[config.mk]
export PLATFORM = sky130hd
export DESIGN_NAME = controle_fuzzy
export DESIGN_NICKNAME = d
export VERILOG_FILES = /design/src/rtl/controle_fuzzy.sv
export SDC_FILE = /design/constraint.sdc
export NUM_CORES = 1
export LEC_CHECK = 0
export BUFFER_PORTS_ARGS = -buffer_cell sky130_fd_sc_hd__buf_2
export CAP_MARGIN = 5
export CORE_AREA = 5 5 53 55
export CTS_CLUSTER_SIZE = 25
export DETAILED_ROUTE_END_ITERATION = 7
export DIE_AREA = 0 0 58 60
export GPL_ROUTABILITY_DRIVEN = 0
export GPL_TIMING_DRIVEN = 0
export PLACE_DENSITY = 0.63
export SLEW_MARGIN = 10
export SYNTH_ARGS = -nofsm -noshare
export SYNTH_HDL_FRONTEND = slang
export SYNTH_SLANG_ARGS = --single-unit
export TNS_END_PERCENT = 10
[constraint.sdc]
create_clock -name CLK -period 5.6 [get_ports CLK]
set_clock_uncertainty 0.1 [all_clocks]
set_input_delay 0.56 -clock CLK [delete_from_list [all_inputs] [get_ports CLK]]
set_output_delay 0.56 -clock CLK [all_outputs]
set_load 0.02 [all_outputs]
[src/rtl/controle_fuzzy.sv]
// Sequencer for the type-2 trapezoidal fuzzy processor: strobes each stage in turn and aborts when no rule can fire.
// Optional feature macro FUZZY_CONTADOR_EN adds the saturating AMOSTRAS completion counter.
module controle_fuzzy #(
    parameter int LAT_FUZ = 2,
    parameter int LAT_INF = 3,
    parameter int LAT_RED = 8,
    parameter int LAT_DEF = 4,
    parameter int CNT_W   = 4
) (
    input  logic       CLK,
    input  logic       RESET,
    input  logic       START,
    input  logic [5:0] Ativo_UP,
    output logic       EN_Fuzzificador,
    output logic       EN_Inferencia,
    output logic       EN_Reducao,
    output logic       EN_Defuzzificador,
    output logic       BUSY,
    output logic       DONE,
`ifdef FUZZY_CONTADOR_EN
    output logic       SEM_REGRA,
    output logic [15:0] AMOSTRAS
`else
    output logic       SEM_REGRA
`endif
);

    typedef enum logic [2:0] {
        OCIOSO = 3'd0,
        FUZZ   = 3'd1,
        INFER  = 3'd2,
        REDUC  = 3'd3,
        DEFUZ  = 3'd4,
        FIM    = 3'd5
    } state_t;

    localparam logic [CNT_W-1:0] CARGA_FUZ = CNT_W'(LAT_FUZ - 1);
    localparam logic [CNT_W-1:0] CARGA_INF = CNT_W'(LAT_INF - 1);
    localparam logic [CNT_W-1:0] CARGA_RED = CNT_W'(LAT_RED - 1);
    localparam logic [CNT_W-1:0] CARGA_DEF = CNT_W'(LAT_DEF - 1);
    localparam logic [CNT_W-1:0] UM        = CNT_W'(1);

    state_t           state;
    logic [CNT_W-1:0] cnt;
    logic             cnt_zero;
    logic             sem_regra_ativa;

    assign cnt_zero        = (cnt == '0);
    // A rule needs at least one active term on each input
    assign sem_regra_ativa = (Ativo_UP[5:3] == 3'b000) || (Ativo_UP[2:0] == 3'b000);

    always_ff @(posedge CLK or posedge RESET) begin
        if (RESET) begin
            state             <= OCIOSO;
            cnt               <= '0;
            EN_Fuzzificador   <= 1'b0;
            EN_Inferencia     <= 1'b0;
            EN_Reducao        <= 1'b0;
            EN_Defuzzificador <= 1'b0;
            BUSY              <= 1'b0;
            DONE              <= 1'b0;
            SEM_REGRA         <= 1'b0;
        end else begin
            EN_Fuzzificador   <= 1'b0;
            EN_Inferencia     <= 1'b0;
            EN_Reducao        <= 1'b0;
            EN_Defuzzificador <= 1'b0;
            DONE              <= 1'b0;
            case (state)
                OCIOSO: begin
                    if (START) begin
                        state           <= FUZZ;
                        cnt             <= CARGA_FUZ;
                        EN_Fuzzificador <= 1'b1;
                        BUSY            <= 1'b1;
                        SEM_REGRA       <= 1'b0;
                    end else begin
                        BUSY <= 1'b0;
                    end
                end
                FUZZ: begin
                    if (!cnt_zero) begin
                        cnt <= cnt - UM;
                    end else if (sem_regra_ativa) begin
                        state     <= FIM;
                        DONE      <= 1'b1;
                        SEM_REGRA <= 1'b1;
                    end else begin
                        state         <= INFER;
                        cnt           <= CARGA_INF;
                        EN_Inferencia <= 1'b1;
                    end
                end
                INFER: begin
                    if (!cnt_zero) begin
                        cnt <= cnt - UM;
                    end else begin
                        state      <= REDUC;
                        cnt        <= CARGA_RED;
                        EN_Reducao <= 1'b1;
                    end
                end
                REDUC: begin
                    if (!cnt_zero) begin
                        cnt <= cnt - UM;
                    end else begin
                        state             <= DEFUZ;
                        cnt               <= CARGA_DEF;
                        EN_Defuzzificador <= 1'b1;
                    end
                end
                DEFUZ: begin
                    if (!cnt_zero) begin
                        cnt <= cnt - UM;
                    end else begin
                        state <= FIM;
                        DONE  <= 1'b1;
                    end
                end
                FIM: begin
                    state <= OCIOSO;
                    BUSY  <= 1'b0;
                end
                default: begin
                    state <= OCIOSO;
                    cnt   <= '0;
                    BUSY  <= 1'b0;
                end
            endcase
        end
    end

`ifdef FUZZY_CONTADOR_EN
    // Counts only completions that reach FIM through DEFUZ; aborted runs bypass it
    always_ff @(posedge CLK or posedge RESET) begin
        if (RESET) begin
            AMOSTRAS <= 16'h0000;
        end else if (state == DEFUZ && cnt_zero && AMOSTRAS != 16'hFFFF) begin
            AMOSTRAS <= AMOSTRAS + 16'h0001;
        end
    end
`endif

endmodule

==> results of run 1 <==
## layout make-up
class | count | share of cell area, %
multi-input combinational | 74 | 45.0
sequential | 14 | 33.9
timing repair buffer | 15 | 7.27
clock buffer | 4 | 3.52
buffer | 7 | 3.76
tap | 30 | 3.64
inverter | 8 | 2.91
## logic make-up (layout without fill, tap and decap cells)
family / after synthesis / after routing
DFF: 14 / 14
AOI/OAI and AO/OA: 32 / 32
and+or+nand+nor: 37 / 37
muxes: 3 / 3
adders and majority gates: 2 / 2
buffers and inverters: 15 / 34
## flip-flops by register name, summed over array words and instances (netlist names)
name and count:
EN_Reducao 1, state 3, EN_Defuzzificador 1, DONE 1, EN_Inferencia 1, SEM_REGRA 1
cnt 4, BUSY 1, EN_Fuzzificador 1
## synthesized netlist by cell type
library cell   n
nand3b_1       1
inv_1          8
or3b_1         1
nand3_1        2
nor2_1         8
a211oi_2       1
o22a_1         1
a21oi_1        8
clkbuf_4       1
a311o_1        1
a31o_1         1
mux2_2         1
or3_1          2
ha_1           2
a211o_1        1
buf_2          1
o21ai_0       10
o41ai_1        1
nor3b_2        1
a31oi_1        1
a221oi_1       1
dfrtp_1       14
o31ai_1        2
buf_6          1
nand4_1        2
nor4b_1        1
buf_1          1
mux2i_1        2
nand2_1        5
o31ai_2        1
or2_2          1
o211ai_1       1
nor4_1         1
a21boi_1       1
nor3_1        11
clkbuf_1       3
nand2b_1       1
o21bai_1       1
## critical path, delay by kind of cell (launching register included)
| kind | cells | cell delay, ps |
|---|---|---|
| and+or+nand+nor | 1 | 450 |
| buffers and inverters | 1 | 150 |
| DFF | 1 | 420 |
| AOI/OAI and AO/OA | 3 | 610 |
| adders and majority gates | 1 | 230 |
## metrics by stage
stage / utilization, % / instance area [µm²] / power (µW)
5_1_grt: 44.1 / 1030 / 603
3_5_place_dp: 42.5 / 996 / 475
6_report: 44.1 / 1030 / 553
2_1_floorplan: - / 883 / 403
3_3_place_gp: 42.5 / 996 / 471
4_1_cts: 44.1 / 1030 / 550
## worst max-delay path by stage
stage           start      to  slack [ps]  cells past startpoint
4_1_cts        cnt[0]  cnt[1]        3550                      6
3_3_place_gp   cnt[0]  cnt[1]        3580                      6
6_report       cnt[0]  cnt[2]        3510                      6
2_1_floorplan  cnt[0]  cnt[1]        3790                      7
3_5_place_dp   cnt[0]  cnt[1]        3580                      6
5_1_grt        cnt[0]  cnt[2]        3370                      6
## routing by layer
metal | vias up | GRT usage [%] | routed length [µm]
met5 | - | 0 | 0
met4 | 0 | 6.95 | 32
met3 | 4 | 3.24 | 150
met2 | 38 | 24.4 | 996
met1 | 418 | 16.0 | 910
li1 | 410 | - | -
## power by group
part	internal, µW	switching [µW]	leakage [µW]
clock	39.7	37.0	0.0000210
combinational	125	185	0.000272
sequential	136	29.6	0.000181
total	301	252	0.000473
==> results.sh, run 1 <==
export IMPL_period_minus_slack_ps=2090
export IMPL_multiInputGateArea_um2=464
export IMPL_grt_pass1_vias=833
export IMPL_die_width_um=58
export IMPL_syn2layout_area_growth_pct=16.9
export IMPL_synth_area_leaders="dfrtp_1 (40%), nor3_1 (6.2%), o21ai_0 (5.7%)"
export IMPL_status="finished clean"
export IMPL_die_area_um2=3480
export IMPL_ir_drop_mv=0.226
export IMPL_endpoint_kind="flop"
export IMPL_pin_count=16
export IMPL_clockBufferDepth=2
export IMPL_maxSlewHeadroom_pct=63.5
export IMPL_cp_required_ps=5670
export IMPL_yosysUniqueCellTypes=38
export IMPL_hold_ws_ps=194
export IMPL_synth_top_family_by_area="compound AO/OA/AOI/OAI gates"
export IMPL_power_density_nw_per_um2=535
export IMPL_vias=870
export IMPL_r2r_end="cnt[2]"
export IMPL_antenna_found_initial=0
export IMPL_arrival_ps=2160
export IMPL_cts_tree="built"
export IMPL_placed_cells=148
export IMPL_period_share_pct=37.3
export IMPL_ff_latch_area_um2=350
export IMPL_final_max_slew_violation_count=0
export IMPL_reg2reg_from="cnt[0]"
export IMPL_layout_cells_non_filler=152
export IMPL_core_um2=2340
export IMPL_grt_overflow_total=0
export IMPL_wl_per_cell_um=13.7
export IMPL_cts_setup_buffers=0
export IMPL_cp_start_kind="flop"
export IMPL_worst_slack_ps=3510
export IMPL_ant_nets=0
export IMPL_hold_viol_final=0
export IMPL_start_util_pct=37.7
export IMPL_yosysSeqAreaShare_pct=39.7
export IMPL_synth_simple_gate_area_share_pct=22.1
export IMPL_path_class="flop to flop"
export IMPL_setup_tns_ps=0
export IMPL_critPathMaxStageDelay_ps=450
export IMPL_tightest_slew_ps=547
export IMPL_p_leak_uw=0.000473
export IMPL_drt_total_wl_um=2090
export IMPL_dr_first_iter_drc_count=27
export IMPL_grt_pass1_wl_um=3730
export IMPL_clock_root_buffer="clkbuf_4"
export IMPL_drive_gt1_share_pct=22.1
export IMPL_path_cells="inv_1, ha_1, nor3b_2, o211ai_1, a21oi_1, o31ai_1"
export IMPL_gr_usage_all_layers_pct=14.0
export IMPL_h_tree_depth=1
export IMPL_critical_path_peak_fanout=7
export IMPL_synthCells=103
export IMPL_cap_violations=0
export IMPL_synth_xor_area_share_pct=0
export IMPL_dieHeight_um=60
export IMPL_cts_hold_buf=0
export IMPL_syn_area_um2=883
export IMPL_worstRegToRegCells=6
export IMPL_post_dp_hpwl_um=1550
export IMPL_yosys_area_share_adder_pct=2.83
export IMPL_muxShareOfSynthArea_pct=3.54
export IMPL_max_freq_mhz=479
export IMPL_post_synth_top_area_cell="dfrtp_1"
export IMPL_cts_sinks=14
export IMPL_n_antenna_cell=0
export IMPL_cts_resized=0
export IMPL_drc_errors=0
export IMPL_rsz0062_at_grt="false"
export IMPL_grt_max_degree=15
export IMPL_min_path_type="input port to async pin"
export IMPL_syn_nets=114
export IMPL_clk_pin_slew_ps=90
export IMPL_port_buffers=15
export IMPL_first_pass_iters=4
export IMPL_viasPerCell=5.72
export IMPL_nFillCells=242
export IMPL_setup_viol=0
export IMPL_cp_slowest_cell="nor3b_2"
export IMPL_clk_latency_ps=290
export IMPL_cts_buffers=3
export IMPL_nets=134
export IMPL_synth_ff_latch_count=14
export IMPL_avgSynthCellArea_um2=8.58
export IMPL_r2r_slack_ps=3510
export IMPL_rows=18
export IMPL_dp_slack_ps=3580
export IMPL_synth_top_area_share_pct=39.7
export IMPL_synth_compound_area_share_pct=24.1
export IMPL_yosys_warnings=0
export IMPL_final_cell_mix="buf_2 (16), dfrtp_1 (14), nor3_1 (11)"
export IMPL_layout_commonest_cell="buf_2"
No activity file was read; power rests on OpenSTA's default activity.
==> run 2: changes to the inputs <==
--- a/config.mk
+++ b/config.mk
@@ -5,6 +5,7 @@
 export SDC_FILE = /design/constraint.sdc
 export NUM_CORES = 1
 export LEC_CHECK = 0
+export ABC_AREA = 1
 export BUFFER_PORTS_ARGS = -buffer_cell sky130_fd_sc_hd__buf_2
 export CAP_MARGIN = 5
 export CORE_AREA = 5 5 53 55
==> constraint.sdc (replaced) <==
create_clock -name CLK -period 1.93 [get_ports CLK]
set_clock_uncertainty 0.1 [all_clocks]
set_input_delay 0.193 -clock CLK [delete_from_list [all_inputs] [get_ports CLK]]
set_output_delay 0.193 -clock CLK [all_outputs]
set_load 0.02 [all_outputs]
==> run 2 against run 1 <==
Against the previous run: sequential share of layout area increased by 0.12 points; maximum frequency up 26%; core utilization is 0.16 points lower; final area decreased by 0.36%; worst setup slack got worse by 3200 ps; synthesized cell count rose by 6.8%; critical endpoint is now cnt[1]; register-to-register slack lost 3200 ps; combinational power grew to 3.2 times the previous value; worst hold slack lost 110 ps; highest routed layer unchanged; largest cell class unchanged; power rose to 3.1 times the previous value; largest power group unchanged.
==> results.sh, run 2 <==
export IMPL_clockBufferDepth=2
export IMPL_grt_pass1_wl_um=3300
export IMPL_rows=18
export IMPL_synthCells=110
export IMPL_path_cells="inv_1, ha_1, nand2_2, nor2_8, nand3_1, nand2_2, nor2_4, nand2_1, nand2_1"
export IMPL_p_int_uw=865
export IMPL_synth_most_common_cell="nand2_1"
export IMPL_wl_per_cell_um=11.4
export IMPL_cp_slowest_cell="dfrtp_1"
export IMPL_dieHeight_um=60
export IMPL_period_share_pct=86.0
export IMPL_cts_tree="built"
export IMPL_yosysUniqueCellTypes=24
export IMPL_setup_viol=0
export IMPL_max_freq_mhz=603
export IMPL_reg_largest_list="cnt (4), state (3)"
export IMPL_synth_common_cells="nand2_1 (34), dfrtp_1 (14), inv_1 (9)"
export IMPL_core_um2=2340
export IMPL_final_cell_mix="nand2_1 (34), buf_2 (15), dfrtp_1 (14)"
export IMPL_nets=142
export IMPL_start_util_pct=37.1
export IMPL_path_class="flop to flop"
export IMPL_die_width_um=58
export IMPL_p_leak_uw=0.000569
export IMPL_critPathBufInv=1
export IMPL_syn2layout_area_growth_pct=18.3
export IMPL_synth_ff_latch_count=14
export IMPL_cp_required_ps=2010
export IMPL_cp_start_kind="flop"
export IMPL_reg2reg_from="cnt[0]"
export IMPL_critPathMaxStageDelay_ps=400
export IMPL_pwr_share_comb_pct=58.7
export IMPL_grt_overflow_total=0
export IMPL_power_uw=1700
export IMPL_crit_start="cnt[0]"
export IMPL_yosysSeqAreaShare_pct=40.3
export IMPL_first_pass_iters=4
export IMPL_synth_edff_count=0
export IMPL_post_dp_hpwl_um=1460
export IMPL_cap_violations=0
export IMPL_avgSynthCellArea_um2=7.91
export IMPL_antenna_found_initial=0
export IMPL_drt_total_wl_um=1830
export IMPL_min_path_type="input port to flop"
export IMPL_worstRegToRegCells=9
export IMPL_gr_usage_all_layers_pct=12.4
export IMPL_grt_pass1_vias=819
export IMPL_ant_nets=0
export IMPL_whs_path_depth=3
export IMPL_clk_latency_ps=280
export IMPL_hold_path_startpoint="START"
export IMPL_clock_root_buffer="clkbuf_4"
export IMPL_synth_area_leaders="dfrtp_1 (40%), nand2_1 (15%), nand3_2 (5.8%)"
export IMPL_power_density_nw_per_um2=1650
export IMPL_clockPowerShare_pct=12.6
export IMPL_h_tree_depth=1
export IMPL_synth_top_area_share_pct=40.3
export IMPL_syn_area_um2=870
export IMPL_rsz0062_at_grt="false"
export IMPL_hold_path_endpoint="EN_Fuzzificador"
export IMPL_n_antenna_cell=0
export IMPL_nFillCells=271
export IMPL_cts_buffers=3
export IMPL_hold_viol_final=0
export IMPL_pin_count=16
export IMPL_yosys_warnings=0
export IMPL_setup_tns_ps=0
export IMPL_p_sw_uw=836
export IMPL_synth_ff_type="dfrtp_1"
export IMPL_maxSlewHeadroom_pct=64.8
export IMPL_critical_path_peak_fanout=7
export IMPL_vias=787
export IMPL_layout_cells_non_filler=160
export IMPL_clk_pin_slew_ps=90
export IMPL_viasPerCell=4.92
export IMPL_dr_first_iter_drc_count=21
export IMPL_period_minus_slack_ps=1660
export IMPL_drc_errors=0
export IMPL_syn_nets=121
export IMPL_cts_setup_buffers=0
export IMPL_status="finished clean"
export IMPL_layout_commonest_cell="nand2_1"
export IMPL_worst_slack_ps=271
export IMPL_die_area_um2=3480
export IMPL_r2r_end="cnt[1]"
export IMPL_drive_gt1_share_pct=30.0
export IMPL_largest_reg_flops=4
export IMPL_post_synth_top_area_cell="dfrtp_1"
export IMPL_cts_sinks=14
export IMPL_dp_slack_ps=291
export IMPL_r2r_slack_ps=270
export IMPL_final_max_slew_violation_count=0
export IMPL_port_buffers=15
export IMPL_cts_resized=0
export IMPL_tightest_slew_ps=528
export IMPL_regMostFlops="cnt"
export IMPL_ir_drop_mv=0.593
export IMPL_switching_share_pct=49.1
export IMPL_grt_max_degree=15
export IMPL_p_seq_share_pct=28.7
export IMPL_placed_cells=155
export IMPL_async_flop_share_pct=100
export IMPL_cpLargestDelayFamily="simple AND/OR/NAND/NOR gates"
export IMPL_endpoint_kind="flop"
export IMPL_finish_utilization_pct=43.9
export IMPL_arrival_ps=1740
-- run 2: cell count changes after synthesis, sizes merged, moves of 3 or more --
cell / before / now
nand3: 2 / 14
o31ai: 3 / 0
nand2: 5 / 39
inv: 8 / 14
a21oi: 8 / 2
nor3: 11 / 1
buf: 3 / 0
clkbuf: 4 / 0
-- run 2: worst max-delay path by stage --
stage,end,slack [ps],cells after the start
floorplan,cnt[1],460,9
global placement,cnt[0],330,9
detailed placement,cnt[1],290,9
CTS,cnt[1],260,9
global route,cnt[1],170,9
finish,cnt[1],270,9
-- run 2: kinds of logic after synthesis --
group	share of synthesized area, %
compound gates	7.34
xor+xnor	1.01
fa+ha+maj	2.88
buf+inv	6.04
flops	40.3
simple gates	42.4
-- run 2: cell type report --
class / count / area [µm²] / area share (%)
Clock buffer: 4 / 36.3 / 3.53
Multi-Input combinational cell: 82 / 467 / 45.4
Sequential cell: 14 / 350 / 34.1
Timing Repair Buffer: 16 / 85.1 / 8.27
Inverter: 14 / 52.6 / 5.11
Tap cell: 30 / 37.5 / 3.65
-- run 2: tightest hold or removal path: stages --
cell    delay [ps]
buf_2           80
inv_1           50
nor2_1          90
-- run 2: power groups by stage --
stage	sequential (µW)	clock (µW)	combinational [µW]
6_report	489	214	998
2_1_floorplan	532	0	743
3_3_place_gp	489	0	971
5_1_grt	508	236	1120
3_5_place_dp	494	0	993
4_1_cts	488	222	1000
-- run 2: metrics by stage --
stage          hold slack (ps)  area (µm²)
2_1_floorplan            -17.8         870
3_3_place_gp               159         982
3_5_place_dp               166         982
4_1_cts                   77.9        1030
5_1_grt                    103        1030
6_report                  79.8        1030
-- run 2: repair_timing --
| item | in CTS | in global routing |
|---|---|---|
| hold endpoints to repair | 14 | 0 |
| hold buffers | 1 | 0 |
| setup endpoints to repair | 0 | 0 |
-- run 2: routing by layer --
metal | GRT usage, % | up-vias | wire [µm]
li1 | - | 395 | -
met1 | 14.0 | 359 | 765
met2 | 22.3 | 27 | 879
met3 | 2.38 | 6 | 145
met4 | 5.96 | 0 | 41
met5 | 0 | - | 0
==> run 3: changes to the inputs <==
--- a/config.mk
+++ b/config.mk
@@ -8,13 +8,13 @@
 export ABC_AREA = 1
 export BUFFER_PORTS_ARGS = -buffer_cell sky130_fd_sc_hd__buf_2
 export CAP_MARGIN = 5
-export CORE_AREA = 5 5 53 55
+export CORE_AREA = 2 2 50 52
 export CTS_CLUSTER_SIZE = 25
 export DETAILED_ROUTE_END_ITERATION = 7
-export DIE_AREA = 0 0 58 60
+export DIE_AREA = 0 0 52 54
 export GPL_ROUTABILITY_DRIVEN = 0
 export GPL_TIMING_DRIVEN = 0
-export PLACE_DENSITY = 0.63
+export PLACE_DENSITY = 0.66
 export SLEW_MARGIN = 10
 export SYNTH_ARGS = -nofsm -noshare
 export SYNTH_HDL_FRONTEND = slang
==> run 3 against run 2 <==
Against the previous run: sequential cell count stayed put; worst hold slack got worse by 8.8 ps; sequential share of layout area up 0.46 points; count of clock-buffer cells in the layout shrank 1; wire length down 7.4%; register-to-register slack is essentially flat; non-clock buffer count unchanged; die area fell by 19%; worst setup slack improved by 11 ps; critical path depth unchanged; sequential power about the same; final area decreased by 1.3%; largest cell class unchanged; highest routed layer unchanged.
==> results.sh, run 3 (synthesis gave the netlist of run 2 again) <==
export IMPL_min_path_type="input port to flop"
export IMPL_grt_pass1_vias=723
export IMPL_hold_ws_ps=70.9
export IMPL_cts_buffers=3
export IMPL_multiInputGateArea_um2=467
export IMPL_ir_drop_mv=0.548
export IMPL_final_cell_mix="nand2_1 (34), buf_2 (15), dfrtp_1 (14)"
export IMPL_ant_nets=0
export IMPL_clockPowerShare_pct=10.1
export IMPL_cts_resized=0
export IMPL_path_class="flop to flop"
export IMPL_hold_path_endpoint="EN_Fuzzificador"
export IMPL_cpLargestDelayFamily="simple AND/OR/NAND/NOR gates"
export IMPL_p_seq_share_pct=29.9
export IMPL_final_max_slew_violation_count=0
export IMPL_drt_total_wl_um=1700
export IMPL_maxSlewHeadroom_pct=63.8
export IMPL_cap_violations=0
export IMPL_drc_errors=0
export IMPL_viasPerCell=4.95
export IMPL_setup_viol=0
export IMPL_r2r_slack_ps=280
export IMPL_pin_count=16
export IMPL_post_dp_hpwl_um=1330
export IMPL_p_sw_uw=813
export IMPL_wl_per_cell_um=10.7
export IMPL_gr_usage_all_layers_pct=14.8
export IMPL_core_um2=2320
export IMPL_arrival_ps=1720
export IMPL_regMostFlops="cnt"
export IMPL_switching_share_pct=49.6
export IMPL_nets=142
export IMPL_rows=18
export IMPL_endpoint_kind="flop"
export IMPL_largest_reg_flops=4
export IMPL_p_int_uw=825
export IMPL_dieHeight_um=54
export IMPL_rsz0062_at_grt="false"
export IMPL_critPathMaxStageDelay_ps=410
export IMPL_n_antenna_cell=0
export IMPL_grt_overflow_total=0
export IMPL_reg2reg_from="cnt[0]"
export IMPL_ff_latch_area_um2=350
export IMPL_cp_start_kind="flop"
export IMPL_cts_tree="built"
export IMPL_clockBufferDepth=2
export IMPL_cts_sinks=14
export IMPL_h_tree_depth=1
export IMPL_power_density_nw_per_um2=1610
export IMPL_cp_slowest_cell="dfrtp_1"
export IMPL_first_pass_iters=4
export IMPL_die_width_um=52
export IMPL_period_minus_slack_ps=1650
export IMPL_r2r_end="cnt[2]"
export IMPL_tightest_slew_ps=542
export IMPL_pwr_share_comb_pct=60.1
export IMPL_grt_max_degree=15
export IMPL_p_leak_uw=0.000562
export IMPL_path_cells="inv_1, ha_1, nand2_2, nor2_8, nand3_1, nand2_2, nor2_4, nand2_1, nand2_1"
export IMPL_reg_largest_list="cnt (4), state (3)"
export IMPL_syn2layout_area_growth_pct=16.7
export IMPL_nFillCells=243
export IMPL_vias=787
export IMPL_clk_latency_ps=280
export IMPL_critPathBufInv=1
export IMPL_clk_pin_slew_ps=80
export IMPL_grt_pass1_wl_um=3050
export IMPL_port_buffers=15
export IMPL_dr_first_iter_drc_count=10
export IMPL_finish_utilization_pct=43.7
export IMPL_antenna_found_initial=0
export IMPL_critical_path_peak_fanout=7
export IMPL_setup_tns_ps=0
export IMPL_hold_path_startpoint="START"
export IMPL_clock_root_buffer="clkbuf_4"
export IMPL_drive_gt1_share_pct=29.5
export IMPL_worstRegToRegCells=9
export IMPL_cp_required_ps=2000
export IMPL_layout_commonest_cell="nand2_1"
export IMPL_die_area_um2=2810
export IMPL_whs_path_depth=3
export IMPL_start_util_pct=37.5
export IMPL_hold_viol_final=0
export IMPL_status="finished clean"
export IMPL_period_share_pct=85.4
export IMPL_max_freq_mhz=607
[run 3: cell types whose count changed in the layout (fill, tap and decap cells not counted), sizes merged]
| cell | change |
|---|---|
| clkbuf | -1 |
[run 3: stage by stage]
| stage | instance area (µm²) | setup slack, ps | instances | total power (µW) |
|---|---|---|---|---|
| after floorplan | 870 | 457 | 110 | 1270 |
| after global routing | 1010 | 171 | 159 | 1810 |
| final | 1010 | 282 | 159 | 1640 |
| after CTS | 1010 | 266 | 159 | 1650 |
| after detailed placement | 982 | 284 | 155 | 1480 |
| after global placement | 982 | 333 | 155 | 1460 |
[run 3: routing by layer]
metal	vias up	wire, µm	track usage (%)
met4	0	47	9.21
met5	-	0	0
met1	362	738	17.3
met2	26	809	25.5
li1	394	-	-
met3	5	100	2.22
[run 3: power groups by stage]
stage          combinational [µW]  sequential, µW  clock (µW)
2_1_floorplan                 743             532           0
3_3_place_gp                  967             489           0
3_5_place_dp                  987             495           0
4_1_cts                       990             490         170
5_1_grt                      1120             507         181
6_report                      984             489         165
[run 3: how the worst max path moves through the flow]
stage | start | depth (start not counted) | to
floorplan | cnt[0] | 9 | cnt[1]
global placement | cnt[0] | 9 | cnt[2]
detailed placement | cnt[0] | 9 | cnt[2]
CTS | cnt[0] | 9 | cnt[2]
global route | cnt[0] | 9 | cnt[0]
finish | cnt[0] | 9 | cnt[2]
[run 3: cell type report]
class                           instances  area share, %
Multi-Input combinational cell         82           46.0
Sequential cell                        14           34.5
Clock buffer                            3           2.22
Tap cell                               30           3.70
Timing Repair Buffer                   16           8.38
Inverter                               14           5.18
[run 3: what timing repair did]
item	CTS	global route
endpoints found under the hold margin	14	0
hold buffers	1	0
setup buffers	0	0
[run 3: worst reg2reg max path, cell delays in order (launching register included)]
cell and delay [ps]:
dfrtp_1 410, inv_1 150, ha_1 220, nand2_2 100, nor2_8 150, nand3_1 140, nand2_2 130, nor2_4 50
nand2_1 50, nand2_1 50
